`src/rtl/sev_seg_pkg.sv`:
```
// Shared constants and state type for the
// seven-segment scan controller.
package sev_seg_pkg;

  localparam logic [7:0] SEG_BLANK = 8'hFF;
  localparam int SEG_DP_BIT = 0;

  typedef enum logic [1:0] {
    ST_OFF,
    ST_DRIVE,
    ST_GAP
  } state_e;

endpackage

```
`src/rtl/sev_seg_dec.sv`:
```
// Hex nibble to common-anode segment pattern.
// Output is {a,b,c,d,e,f,g,dp}, active-low, dp off.
module sev_seg_dec (
  input  logic [3:0] enc_input,
  output logic [7:0] dec_output
);

  always_comb begin
    dec_output = 8'hFF;
    unique case (enc_input)
      4'h0: dec_output = 8'h03;
      4'h1: dec_output = 8'h9F;
      4'h2: dec_output = 8'h25;
      4'h3: dec_output = 8'h0D;
      4'h4: dec_output = 8'h99;
      4'h5: dec_output = 8'h49;
      4'h6: dec_output = 8'h41;
      4'h7: dec_output = 8'h1F;
      4'h8: dec_output = 8'h01;
      4'h9: dec_output = 8'h09;
      4'hA: dec_output = 8'h11;
      4'hB: dec_output = 8'hC1;
      4'hC: dec_output = 8'h63;
      4'hD: dec_output = 8'h85;
      4'hE: dec_output = 8'h61;
      4'hF: dec_output = 8'h71;
    endcase
  end

endmodule

```
`src/rtl/sev_seg_scan.sv`:
```
// Multiplexed common-anode display scanner with
// blanking gap, leading-zero blank and frame commit.
module sev_seg_scan
  import sev_seg_pkg::*;
#(
  parameter int DIGITS     = 4,
  parameter int ON_CYCLES  = 50000,
  parameter int GAP_CYCLES = 500
) (
  input  logic                  clk,
  input  logic                  rst_n,
  input  logic                  enable,
  input  logic                  load,
  input  logic [4*DIGITS-1:0]   value,
  input  logic [DIGITS-1:0]     dp_mask,
  input  logic                  blank_lz,
  output logic [7:0]            seg,
  output logic [DIGITS-1:0]     an,
  output logic                  frame_tick
);

  localparam int IDX_W = $clog2(DIGITS);
  localparam int CNT_MAX =
    (ON_CYCLES > GAP_CYCLES) ? ON_CYCLES : GAP_CYCLES;
  localparam int CNT_W = $clog2(CNT_MAX + 1);
  localparam logic [CNT_W-1:0] ON_LAST =
    CNT_W'(ON_CYCLES - 1);
  localparam logic [CNT_W-1:0] GAP_LAST =
    CNT_W'((GAP_CYCLES > 0) ? GAP_CYCLES - 1 : 0);
  localparam logic [IDX_W-1:0] IDX_LAST =
    IDX_W'(DIGITS - 1);

  state_e              state_q, state_d;
  logic [IDX_W-1:0]    idx_q, idx_d;
  logic [CNT_W-1:0]    cnt_q, cnt_d;
  logic [4*DIGITS-1:0] shd_val_q, shd_val_d;
  logic [DIGITS-1:0]   shd_dp_q, shd_dp_d;
  logic                pend_q, pend_d;
  logic [4*DIGITS-1:0] act_val_q, act_val_d;
  logic [DIGITS-1:0]   act_dp_q, act_dp_d;
  logic [7:0]          seg_q, seg_d;
  logic [DIGITS-1:0]   an_q, an_d;
  logic                tick_q, tick_d;

  logic                slot_end;
  logic                start;
  logic                wrap;
  logic                commit;
  logic [3:0]          nibble;
  logic [7:0]          dec_out;
  logic [DIGITS-1:0]   zero_hi;
  logic                lz_blank;

  always_comb begin
    state_d  = state_q;
    idx_d    = idx_q;
    cnt_d    = cnt_q;
    slot_end = 1'b0;
    start    = 1'b0;
    wrap     = 1'b0;
    unique case (state_q)
      ST_OFF: begin
        if (enable) begin
          state_d = ST_DRIVE;
          idx_d   = '0;
          cnt_d   = '0;
          start   = 1'b1;
        end
      end
      ST_DRIVE: begin
        if (cnt_q != ON_LAST) begin
          cnt_d = cnt_q + 1'b1;
        end else begin
          cnt_d = '0;
          if (GAP_CYCLES != 0) state_d = ST_GAP;
          else slot_end = 1'b1;
        end
      end
      ST_GAP: begin
        if (cnt_q != GAP_LAST) begin
          cnt_d = cnt_q + 1'b1;
        end else begin
          cnt_d    = '0;
          state_d  = ST_DRIVE;
          slot_end = 1'b1;
        end
      end
      default: state_d = ST_OFF;
    endcase
    if (slot_end) begin
      if (idx_q == IDX_LAST) begin
        idx_d = '0;
        wrap  = 1'b1;
      end else begin
        idx_d = idx_q + 1'b1;
      end
    end
    if (!enable) begin
      state_d = ST_OFF;
      idx_d   = '0;
      cnt_d   = '0;
      start   = 1'b0;
      wrap    = 1'b0;
    end
  end

  assign commit = start | wrap;

  // A load on the commit cycle bypasses the shadow.
  always_comb begin
    shd_val_d = shd_val_q;
    shd_dp_d  = shd_dp_q;
    pend_d    = pend_q;
    act_val_d = act_val_q;
    act_dp_d  = act_dp_q;
    if (commit) begin
      if (load) begin
        act_val_d = value;
        act_dp_d  = dp_mask;
      end else if (pend_q) begin
        act_val_d = shd_val_q;
        act_dp_d  = shd_dp_q;
      end
      pend_d = 1'b0;
    end else if (load) begin
      shd_val_d = value;
      shd_dp_d  = dp_mask;
      pend_d    = 1'b1;
    end
  end

  assign nibble = act_val_d[{idx_d, 2'b00} +: 4];

  sev_seg_dec u_dec (
    .enc_input  (nibble),
    .dec_output (dec_out)
  );

  always_comb begin
    logic z;
    z       = 1'b1;
    zero_hi = '0;
    for (int i = DIGITS - 1; i >= 0; i--) begin
      z          = z & (act_val_d[4*i +: 4] == 4'h0);
      zero_hi[i] = z;
    end
  end

  assign lz_blank = blank_lz && (idx_d != '0)
                    && zero_hi[idx_d];

  // Outputs are registered from next-state values.
  always_comb begin
    an_d   = '1;
    seg_d  = SEG_BLANK;
    tick_d = wrap;
    if (state_d == ST_DRIVE) begin
      an_d[idx_d] = 1'b0;
      seg_d = lz_blank ? SEG_BLANK : dec_out;
      if (act_dp_d[idx_d]) seg_d[SEG_DP_BIT] = 1'b0;
    end
  end

  always_ff @(posedge clk or negedge rst_n) begin
    if (!rst_n) begin
      state_q   <= ST_OFF;
      idx_q     <= '0;
      cnt_q     <= '0;
      shd_val_q <= '0;
      shd_dp_q  <= '0;
      pend_q    <= 1'b0;
      act_val_q <= '0;
      act_dp_q  <= '0;
      seg_q     <= SEG_BLANK;
      an_q      <= '1;
      tick_q    <= 1'b0;
    end else begin
      state_q   <= state_d;
      idx_q     <= idx_d;
      cnt_q     <= cnt_d;
      shd_val_q <= shd_val_d;
      shd_dp_q  <= shd_dp_d;
      pend_q    <= pend_d;
      act_val_q <= act_val_d;
      act_dp_q  <= act_dp_d;
      seg_q     <= seg_d;
      an_q      <= an_d;
      tick_q    <= tick_d;
    end
  end

  assign seg        = seg_q;
  assign an         = an_q;
  assign frame_tick = tick_q;

endmodule

```
`config.mk`:
```
export PLATFORM = sky130hd
export DESIGN_NAME = sev_seg_scan
export DESIGN_NICKNAME = d
export VERILOG_FILES = /design/src/rtl/sev_seg_pkg.sv /design/src/rtl/sev_seg_dec.sv /design/src/rtl/sev_seg_scan.sv
export SDC_FILE = /design/constraint.sdc
export NUM_CORES = 1
export LEC_CHECK = 0
export ABC_AREA = 1
export CAP_MARGIN = 10
export CORE_UTILIZATION = 33
export CTS_BUF_LIST = sky130_fd_sc_hd__clkbuf_4 sky130_fd_sc_hd__clkbuf_8
export DETAILED_ROUTE_END_ITERATION = 12
export SYNTH_ARGS = -nofsm -noshare
export SYNTH_HDL_FRONTEND = slang
export SYNTH_SLANG_ARGS = --single-unit
```
`constraint.sdc`:
```
create_clock -name clk -period 3.2 [get_ports clk]
set_input_delay 0.64 -clock clk [delete_from_list [all_inputs] [get_ports clk]]
set_output_delay 0.64 -clock clk [all_outputs]
set_load 0.05 [all_outputs]
```
# Yosys cells after proc, flatten, opt, wreduce, memory -nomap -nowiden
# Memory sizes are Yosys's and may differ from the RTL's.
# Cells that the tools add are included.
word_totals:
  out_inout_bits: 13
  regBits: 74
  ramBits: 0
  wordCells: 78
  latch_bits: 0
  input_bits: 25
  mem_bits_ro: 112
  memories: 1
op_classes:
  addsub: 2
  n_reduce_logical: 11
  shifts: 1
  bitwise: 6
  div: 0
  n_eq_ne: 7
  order_cmp: 2
  mul: 0
  muxes: 37
mem_list:
  columns: ["name", "depth", "width", "rd", "rd_clocked_by_memory_dff", "wr", "line_no", "source"]
  rows:
  - ["(name not given)", 16, 7, 1, 0, 0, "sev_seg_dec.sv:10", "unique case (enc_input)"]
op_table:
  columns: ["operator", "count"]
  rows:
  - ["$mux W16", 6]
  - ["$pmux W16 S3", 1]
  - ["$add A16 B1 Y16 const B", 1]
  - ["$logic_not A4 Y1", 4]
  - ["$mux W4", 4]
  - ["$mux W8", 2]
  - ["$ne A16 B16 Y1 const B", 1]
  - ["$ne A16 B9 Y1 const B", 1]
  - ["$shiftx A16 B5 Y4", 1]
  - ["$mux W2", 7]
  - ["$mux W1", 13]
  - ["$pmux W2 S3", 1]
  - ["$bmux W1 S2", 2]
  - ["$eq A2 B1 Y1 const B", 2]
  - ["$eq A2 B2 Y1 const B", 2]
  - ["$ne A4 B1 Y1 const B", 1]
  - ["$not A4 Y4", 1]
  - ["$reduce_bool A2 Y1", 2]
  - ["$and A1 B1 Y1", 3]
  - ["$logic_and A1 B1 Y1", 3]
  - ["$lt A2 B3 Y1 const B", 1]
  - ["$add A2 B1 Y2 const B", 1]
  - ["$demux W1 S2", 1]
  - ["$ge A2 B1 Y1 const B", 1]
  - ["other kinds (4)", 4]

# Depth between registers and ports, before layout
# Gate-level depths: netlist of the first run.
logic_depth:
  depth_word: 17
  ltp_mapped: 19
  mapped_depth_nobuf: 19

# Hierarchy
# From an unflattened synthesis of the first run, not the netlist that was laid out.
hier_totals:
  cells_unflattened: 499
  hier_area_um2: 4113.9
modules_own_cells:
  columns: ["mod", "seq_area_each_um2", "cells_each", "area_each_um2", "instances"]
  rows:
  - ["sev_seg_scan", 1866.8, 448, 3828.7, 1]
  - ["sev_seg_dec", 0.0, 51, 285.3, 1]

# Worst setup path after synthesis of the first run
# Ideal clock, no wire load.
synth_timing:
  path_kind: "input to register"
  from: "input port enable"
  to: "register seg_q[4], in the netlist seg[4]"
  t_required_ps: 3136
  slack_ps: 816
  path_buffers: 2
  setup_ps: 64
  stages: 17
  arrival_ps: 2320
  path_cell_list: "buf_2 -> nand2_1 -> inv_1 -> nand4_4 -> nand2_4 -> buf_6 -> nand2_1 -> and2_4 -> nand2_1 -> nand2_1 -> nor2_2 -> ha_1 -> inv_1 -> nand2_1 -> nand2_1 -> nand2_1 -> nand3_1"
synth_via:
  word_cells_on_any_way: 23
  classes_between: "eq/ne (1); shift (1); mux (9); bitwise (4); reduce/logical (7); memory (1)"
synth_rtl:
  columns: ["element", "line_no", "source"]
  rows:
  - ["start, declared", "sev_seg_scan.sv:12", "input logic enable,"]
  - ["$mux W1", "sev_seg_scan.sv:98", "if (!enable) begin"]
  - ["$or A1 B1 Y1 (*)", "sev_seg_scan.sv:107", "assign commit = start | wrap;"]
  - ["$mux W16 (*)", "sev_seg_scan.sv:116", "if (commit) begin"]
  - ["net act_val_d[0]", "sev_seg_scan.sv:39", "logic [4*DIGITS-1:0] act_val_q, act_val_d;"]
  - ["branches (longest 5 deep; another with $mem_v2 Z16 W7)", null, null]
  - ["$mux W8 (*)", "sev_seg_scan.sv:159", "seg_d = lz_blank ? SEG_BLANK : dec_out;"]
  - ["$mux W8 (*)", "sev_seg_scan.sv:157", "if (state_d == ST_DRIVE) begin"]
  - ["net seg_d[4]", "sev_seg_scan.sv:41", "logic [7:0] seg_q, seg_d;"]
  - ["end signal, assigned", "sev_seg_scan.sv:186", "seg_q <= seg_d;"]
  - ["end, declared", "sev_seg_scan.sv:41", null]
# Mark *: on every way through the listed nets, which the timed path passes. The select of a mux whose other input is x is not followed.
# A chain may end at the register's enable or synchronous reset.

# Worst setup path after layout of the first run
layout_timing:
  from: "register cnt_q[0]"
  to: "register seg_q[7], in the netlist seg[7]"
layout_via:
  elab_chain_cells: 16
  word_cells_on_any_way: 31
  classes_between: "eq/ne (3); shift (1); mux (15); bitwise (4); reduce/logical (7); memory (1)"
layout_lines:
  columns: ["element", "line_no", "source"]
  rows:
  - ["start, declared", "sev_seg_scan.sv:35", "logic [CNT_W-1:0] cnt_q, cnt_d;"]
  - ["start signal, assigned", "sev_seg_scan.sv:180", "cnt_q <= cnt_d;"]
  - ["branches (longest 15 deep; another with $mem_v2 Z16 W7)", null, null]
  - ["$mux W8 (*)", "sev_seg_scan.sv:157", null]
  - ["net seg_d[7]", "sev_seg_scan.sv:41", null]
# Marked as above.

==> flow_summary_export.csv, run 1 <==
group,metric,value,unit
die,die_y,116,um
layout,mostFrequentLayoutCell,"nand2_1",
critical_path,cp.required,3.48,ns
clock_network,root_buffer,"clkbuf_8",
power,p_seq_share,45.2,%
power,power,2.46,mW
critical_path,cp_data_arrival_time,3.03,ns
clock_network,path_clk_slew,0.08,ns
synthesis,syn_nets,602,
run_status,status,"finished clean",
global_routing,antenna_found_initial,0,
synthesis,ys_seq_area_share,43.4,%
global_routing,grt_pass1_wl,17300,um
sta,fin_worst_skew,0.00932,ns
sta,tns,0,ns
synthesis,synth_edf_count,0,
clock_network,cts_htree_levels,3,
synthesis,ys_seq_elements,74,
critical_path,path_class,"reg -> reg",
global_routing,track_usage,16.6,%
critical_path,crit_path_end_kind,"flip-flop",
power,ir_drop,0.000228,V
synthesis,syn_area,4300,um2
critical_path,reg2reg_depth,17,
drt,drc,0,
critical_path,regToRegSetupSlack,0.45,ns
power,internal_power,1.67,mW
sta,relSlewSlack,36.9,%
sta,finalSetupViolations,0,
clock_network,clock_sink_count,74,
clock_network,insertion_delay,0.38,ns
clock_network,post_cts_buffers,0,
sta,rsz0062_at_grt,"false",
die,num_io_pins,38,
drt,drtAntennaViolNets,0,
die,die_w,116,um
sta,timing.fmax,0.364,GHz
sta,slew_violations,0,
global_routing,overflow,0,
clock_network,cts_resized,0,
global_routing,first_global_vias,3465,
run,cap_violations,0,
die,die_area,13500,um2
critical_path,r2r-start,"cnt_q[0]",
placed_design,gp_congestion,0.858,
hold_path,hp-class,"in -> async",
critical_path,timing.critical_path.mode_cell,"nand2_1",
layout,antenna_cells,0,
power,p_comb_share,23.1,%
synthesis,synthCells,566,
placed_design,dp_slack,0.137,ns
drt,wl,10300,um
power,cellPowerDensity,483,nW/um2
synthesis,synth.distinct_cells,44,
critical_path,critPathLaunchType,"flip-flop",
critical_path,crit_fanout,9,
synthesis,yosysWarnings,0,
die,initial_utilization,33.9,%
drt,avgRoutedWirePerCell,13.0,um
power,swShare,32.1,%
synthesis,async_flop_share,100,%
sta,hold_viol,0,
critical_path,reg2reg_to,"seg[7]",
synthesis,syn_avg_cell_area,7.59,um2
placed_design,port_buffers,37,
clock_network,numCtsBuffers,9,
drt,drt_iter0_drc,199,
critical_path,crit_slowest_cell,"nor2_1",
layout,most-common-layout-cells,"nand2_1 (189), dfrtp_1 (62), inv_1 (60), nand3_1 (47), clkdlybuf4s50_1 (36)",
drt,drt-pass1-iter-count,5,
layout,nets,648,
global_routing,grt_start_max_net_pins,75,
clock_network,hold_buffers,0,
drt,vias,3700,
clock_network,cts_max_path_buffers,2,
power,p_switching,790,uW
drt,viasPerCell,4.69,
power,clkPwrFrac,31.7,%
layout,postLayoutCoreUtil,40.2,%
die,rows,41,
critical_path,crit_chain,"ha_1, nand2_1, inv_1, nand2_1, nor2_4, nand3_1, nand2_1, nand3_2, nor2_1, nand2_1, nand2_1, nor2_2, ha_1, nand3_1, nand2_1, nand2_1, nand3_1",
synthesis,ys.flop_type,"dfrtp_1",
power,p_leak,2.47,nW
clock_network,cts_tree,"done",
sta,finalCritPeriodShare,86.0,%
layout,syn2layout_area_growth,18.6,%
sta,tightest_slew,0.947,ns
placed_design,dpl.hpwl,7510,um
die,core-area,12700,um2
layout,drive_above_1_share,13.3,%
sta,setup_slack,0.450,ns
sta,fin_crit,2.75,ns
critical_path,slowest_delay,0.42,ns
-- logic make-up (layout without fill, tap and decap cells) --
logic type / Yosys count / count (layout) / synth area share, %
muxes: 6 / 6 / 1.57
adders and majority gates: 11 / 11 / 3.20
and+or+nand+nor: 329 / 329 / 35.0
buffers and inverters: 79 / 130 / 7.57
AOI/OAI and AO/OA: 62 / 62 / 8.24
xor gates and xnor gates: 5 / 5 / 1.02
DFF: 74 / 74 / 43.4
-- through the flow --
stage / instances / instance area (um2) / hold slack (ns)
2_1_floorplan: 566 / 4300 / 0.344
3_3_place_gp: 773 / 4890 / 0.470
3_5_place_dp: 773 / 4890 / 0.478
4_1_cts: 789 / 5100 / 0.440
5_1_grt: 789 / 5100 / 0.489
6_report: 789 / 5100 / 0.407
-- power groups by stage --
stage / registers, mW / logic [mW] / clock network (mW)
6_report: 1.11 / 0.569 / 0.782
3_3_place_gp: 1.13 / 0.563 / 0
5_1_grt: 1.12 / 0.643 / 0.845
3_5_place_dp: 1.13 / 0.568 / 0
2_1_floorplan: 1.17 / 0.342 / 0
4_1_cts: 1.11 / 0.572 / 0.809
-- layout make-up --
type                       count  area [um2]
fill                        1315        7570
multi-input combinational    413        2110
sequential                    74        1870
timing repair buffer          49         458
inverter                      65         244
tap                          172         215
clock buffer                  12         159
clock inverter                 4        50.0
-- cells in the mapped netlist (2+ instances only) --
| master | n | share of area [%] |
|---|---|---|
| a211oi_1 | 2 | 0.35 |
| a21oi_1 | 14 | 1.6 |
| a31oi_1 | 2 | 0.29 |
| and2_4 | 2 | 0.41 |
| buf_2 | 5 | 0.58 |
| clkbuf_1 | 6 | 0.52 |
| clkinv_1 | 2 | 0.17 |
| dfrtp_1 | 62 | 36 |
| dfstp_2 | 12 | 7.3 |
| ha_1 | 11 | 3.2 |
| inv_1 | 60 | 5.2 |
| inv_2 | 3 | 0.26 |
| mux2_2 | 6 | 1.6 |
| nand2_1 | 189 | 17 |
| nand2_2 | 10 | 1.5 |
| nand2_4 | 4 | 1.0 |
| nand3_1 | 47 | 5.5 |
| nand3_2 | 3 | 0.70 |
| nand3b_1 | 2 | 0.35 |
| nand4_1 | 7 | 1.0 |
| nor2_1 | 34 | 3.0 |
| nor2_2 | 7 | 1.0 |
| nor2_4 | 3 | 0.79 |
| nor3_1 | 12 | 1.4 |
| nor4_1 | 3 | 0.44 |
| o211ai_1 | 3 | 0.52 |
| o21ai_0 | 26 | 3.0 |
| o21ai_1 | 2 | 0.23 |
| o221ai_1 | 2 | 0.41 |
| o22ai_1 | 8 | 1.2 |
| xor2_1 | 4 | 0.82 |
-- worst max-delay path, delay by kind of cell (launching register included) --
| kind | cells | cell delay, ns |
|---|---|---|
| flops | 1 | 0.39 |
| simple gates | 14 | 1.68 |
| buf+inv | 1 | 0.06 |
| fa+ha+maj | 2 | 0.51 |
-- sequential cells by signal, summed over array words and instances, names as in the netlist --
register	count
act_val_q	16
act_dp_q	4
state_q	2
shd_dp_q	4
idx_q	2
an	4
frame_tick	1
cnt_q	16
pend_q	1
seg	8
shd_val_q	16
-- per-layer routing --
metal | track usage, % | share of wire (%)
met5 | 0 | 0
met4 | 5.90 | 1.7
met3 | 4.67 | 4.5
met2 | 23.8 | 42
met1 | 23.8 | 52
-- worst max path at each step --
stage	end	depth (start not counted)	slack [ns]	start
global route	seg[7]	18	0.06	cnt_q[0]
CTS	seg[7]	17	0.46	cnt_q[0]
floorplan	seg[4]	17	0.82	enable
global placement	seg[7]	15	0.09	load
finish	seg[7]	17	0.45	cnt_q[0]
detailed placement	seg[2]	16	0.14	enable
Note: power is estimated with default switching activity, not from simulation.
==> inputs of run 2 (changes only) <==
--- a/config.mk
+++ b/config.mk
@@ -7,9 +7,11 @@
 export LEC_CHECK = 0
 export ABC_AREA = 1
 export CAP_MARGIN = 10
+export CORE_MARGIN = 2
 export CORE_UTILIZATION = 33
 export CTS_BUF_LIST = sky130_fd_sc_hd__clkbuf_4 sky130_fd_sc_hd__clkbuf_8
 export DETAILED_ROUTE_END_ITERATION = 12
 export SYNTH_ARGS = -nofsm -noshare
 export SYNTH_HDL_FRONTEND = slang
 export SYNTH_SLANG_ARGS = --single-unit
+export TNS_END_PERCENT = 100
==> flow_summary_export.csv, run 2 (synthesis results as in run 1) <==
group,metric,value,unit
power,p_comb_share,22.8,%
sta,fin_worst_skew,0.0117,ns
sta,relSlewSlack,36.0,%
sta,tns,0,ns
die,initial_utilization,33.9,%
critical_path,cp.required,3.50,ns
critical_path,reg2reg_depth,18,
layout,drive_above_1_share,13.1,%
critical_path,regToRegSetupSlack,0.43,ns
global_routing,grt_start_max_net_pins,75,
layout,fill_cells,1339,
power,p_leak,2.47,nW
placed_design,dpl.hpwl,7660,um
die,die_area,14000,um2
hold_path,hp-class,"in -> async",
clock_network,numCtsBuffers,9,
global_routing,track_usage,15.9,%
critical_path,crit_fanout,9,
drt,drc,0,
drt,drt-pass1-iter-count,4,
sta,fin_crit,2.77,ns
critical_path,cp-startpoint,"cnt_q[0]",
layout,antenna_cells,0,
sta,rsz0062_at_grt,"false",
power,power,2.52,mW
global_routing,gr-max-usage-layer,"met2",
sta,hold_viol,0,
clock_network,hold_buffers,0,
critical_path,reg2reg_to,"seg[7]",
clock_network,root_buffer,"clkbuf_8",
global_routing,grt_use_met3,4.12,%
sta,tightest_slew,0.960,ns
clock_network,post_cts_buffers,0,
placed_design,port_buffers,37,
power,clkPwrFrac,33.1,%
critical_path,critPathLaunchType,"flip-flop",
critical_path,critPathCapture,"seg[7]",
critical_path,r2r-start,"cnt_q[0]",
layout,reg_top3,"act_val_q: 16 flops, cnt_q: 16 flops, shd_val_q: 16 flops",
die,die_y,118,um
power,ir_drop,0.000233,V
clock_network,path_clk_slew,0.08,ns
placed_design,gp_congestion,0.877,
die,rows,41,
power,p_switching,803,uW
layout,most-common-layout-cells,"nand2_1 (189), dfrtp_1 (62), inv_1 (60), nand3_1 (47), clkdlybuf4s50_1 (36)",
global_routing,use_met2,24.5,%
drt,wl,10500,um
global_routing,grt_pass1_wl,18200,um
drt,vias,3755,
run_status,status,"finished clean",
sta,slew_violations,0,
clock_network,cts_htree_levels,3,
global_routing,antenna_found_initial,0,
sta,finalSetupViolations,0,
sta,timing.fmax,0.361,GHz
layout,multiInputGateArea,2110,um2
clock_network,cts_tree,"done",
drt,viasPerCell,4.77,
critical_path,path_class,"reg -> reg",
power,cellPowerDensity,493,nW/um2
layout,regArea,1870,um2
drt,drtAntennaViolNets,0,
drt,avgRoutedWirePerCell,13.4,um
run,cap_violations,0,
global_routing,overflow,0,
layout,syn2layout_area_growth,18.7,%
global_routing,use_met1,21.8,%
die,die_w,118,um
clock_network,clock_sink_count,74,
die,core-area,12700,um2
clock_network,insertion_delay,0.36,ns
layout,mostFrequentLayoutCell,"nand2_1",
clock_network,cts_resized,0,
global_routing,first_global_vias,3757,
critical_path,crit_path_end_kind,"flip-flop",
sta,finalCritPeriodShare,86.6,%
layout,nets,647,
critical_path,cp_data_arrival_time,3.07,ns
power,internal_power,1.71,mW
power,swShare,31.9,%
power,p_seq_share,44.1,%
die,num_io_pins,38,
drt,drt_iter0_drc,235,
clock_network,cts_max_path_buffers,2,
## run 2: critical path, stage by stage (launching register included)
cell and delay [ns]:
dfrtp_1 0.40, ha_1 0.28, nand2_1 0.08, inv_1 0.06, nand2_1 0.08, nor2_4 0.14, nand3_1 0.11, nand2_1 0.11
nand3_2 0.18, nor2_1 0.44, nand2_1 0.09, nand2_1 0.10, nor2_2 0.07, inv_1 0.11, ha_1 0.21, nand3_1 0.08
nand2_1 0.07, nand2_1 0.04, nand3_1 0.08
## run 2: through the flow
step / setup WS (ns) / utilization, % / hold slack [ns] / cells / instance area (um2)
3_5_place_dp: 0.173 / 38.5 / 0.477 / 772 / 4880
2_1_floorplan: 0.816 / - / 0.344 / 566 / 4300
6_report: 0.428 / 40.3 / 0.405 / 788 / 5100
4_1_cts: 0.448 / 40.3 / 0.453 / 788 / 5100
5_1_grt: 0.0773 / 40.3 / 0.487 / 788 / 5100
3_3_place_gp: 0.195 / 38.5 / 0.469 / 772 / 4880
## run 2: final cells by class
cell class,instances,share of cell area [%]
multi-input cells,413,41.3
flip-flops and latches,74,36.6
well taps,172,4.22
clock inverters,6,1.77
repair buffers,48,8.83
clock buffers,10,2.57
inverters,65,4.78
## run 2: power groups by stage
stage                     Sequential (mW)  Clock [mW]  Combinational, mW
after floorplan                      1.17           0              0.342
after global placement               1.12           0              0.566
after detailed placement             1.13           0              0.575
after CTS                            1.11       0.853              0.578
after global routing                 1.12       0.889              0.647
final                                1.11       0.832              0.574
## run 2: how the worst min path moves through the flow
stage                       start       endpoint  slack, ns
CTS                         rst_n       cnt_q[6]       0.45
finish                      rst_n       cnt_q[6]       0.41
global placement    shd_val_q[11]  shd_val_q[11]       0.47
detailed placement   shd_val_q[0]   shd_val_q[0]       0.48
global route                rst_n       cnt_q[6]       0.49
floorplan                   rst_n    act_dp_q[0]       0.34
## run 2: routing by layer
metal / routed length, um / share of wire (%) / vias to the layer above
li1: - / - / 1915
met1: 5380 / 51 / 1766
met2: 4660 / 44 / 66
met3: 374 / 3.5 / 8
met4: 122 / 1.2 / 0
met5: 0 / 0 / -
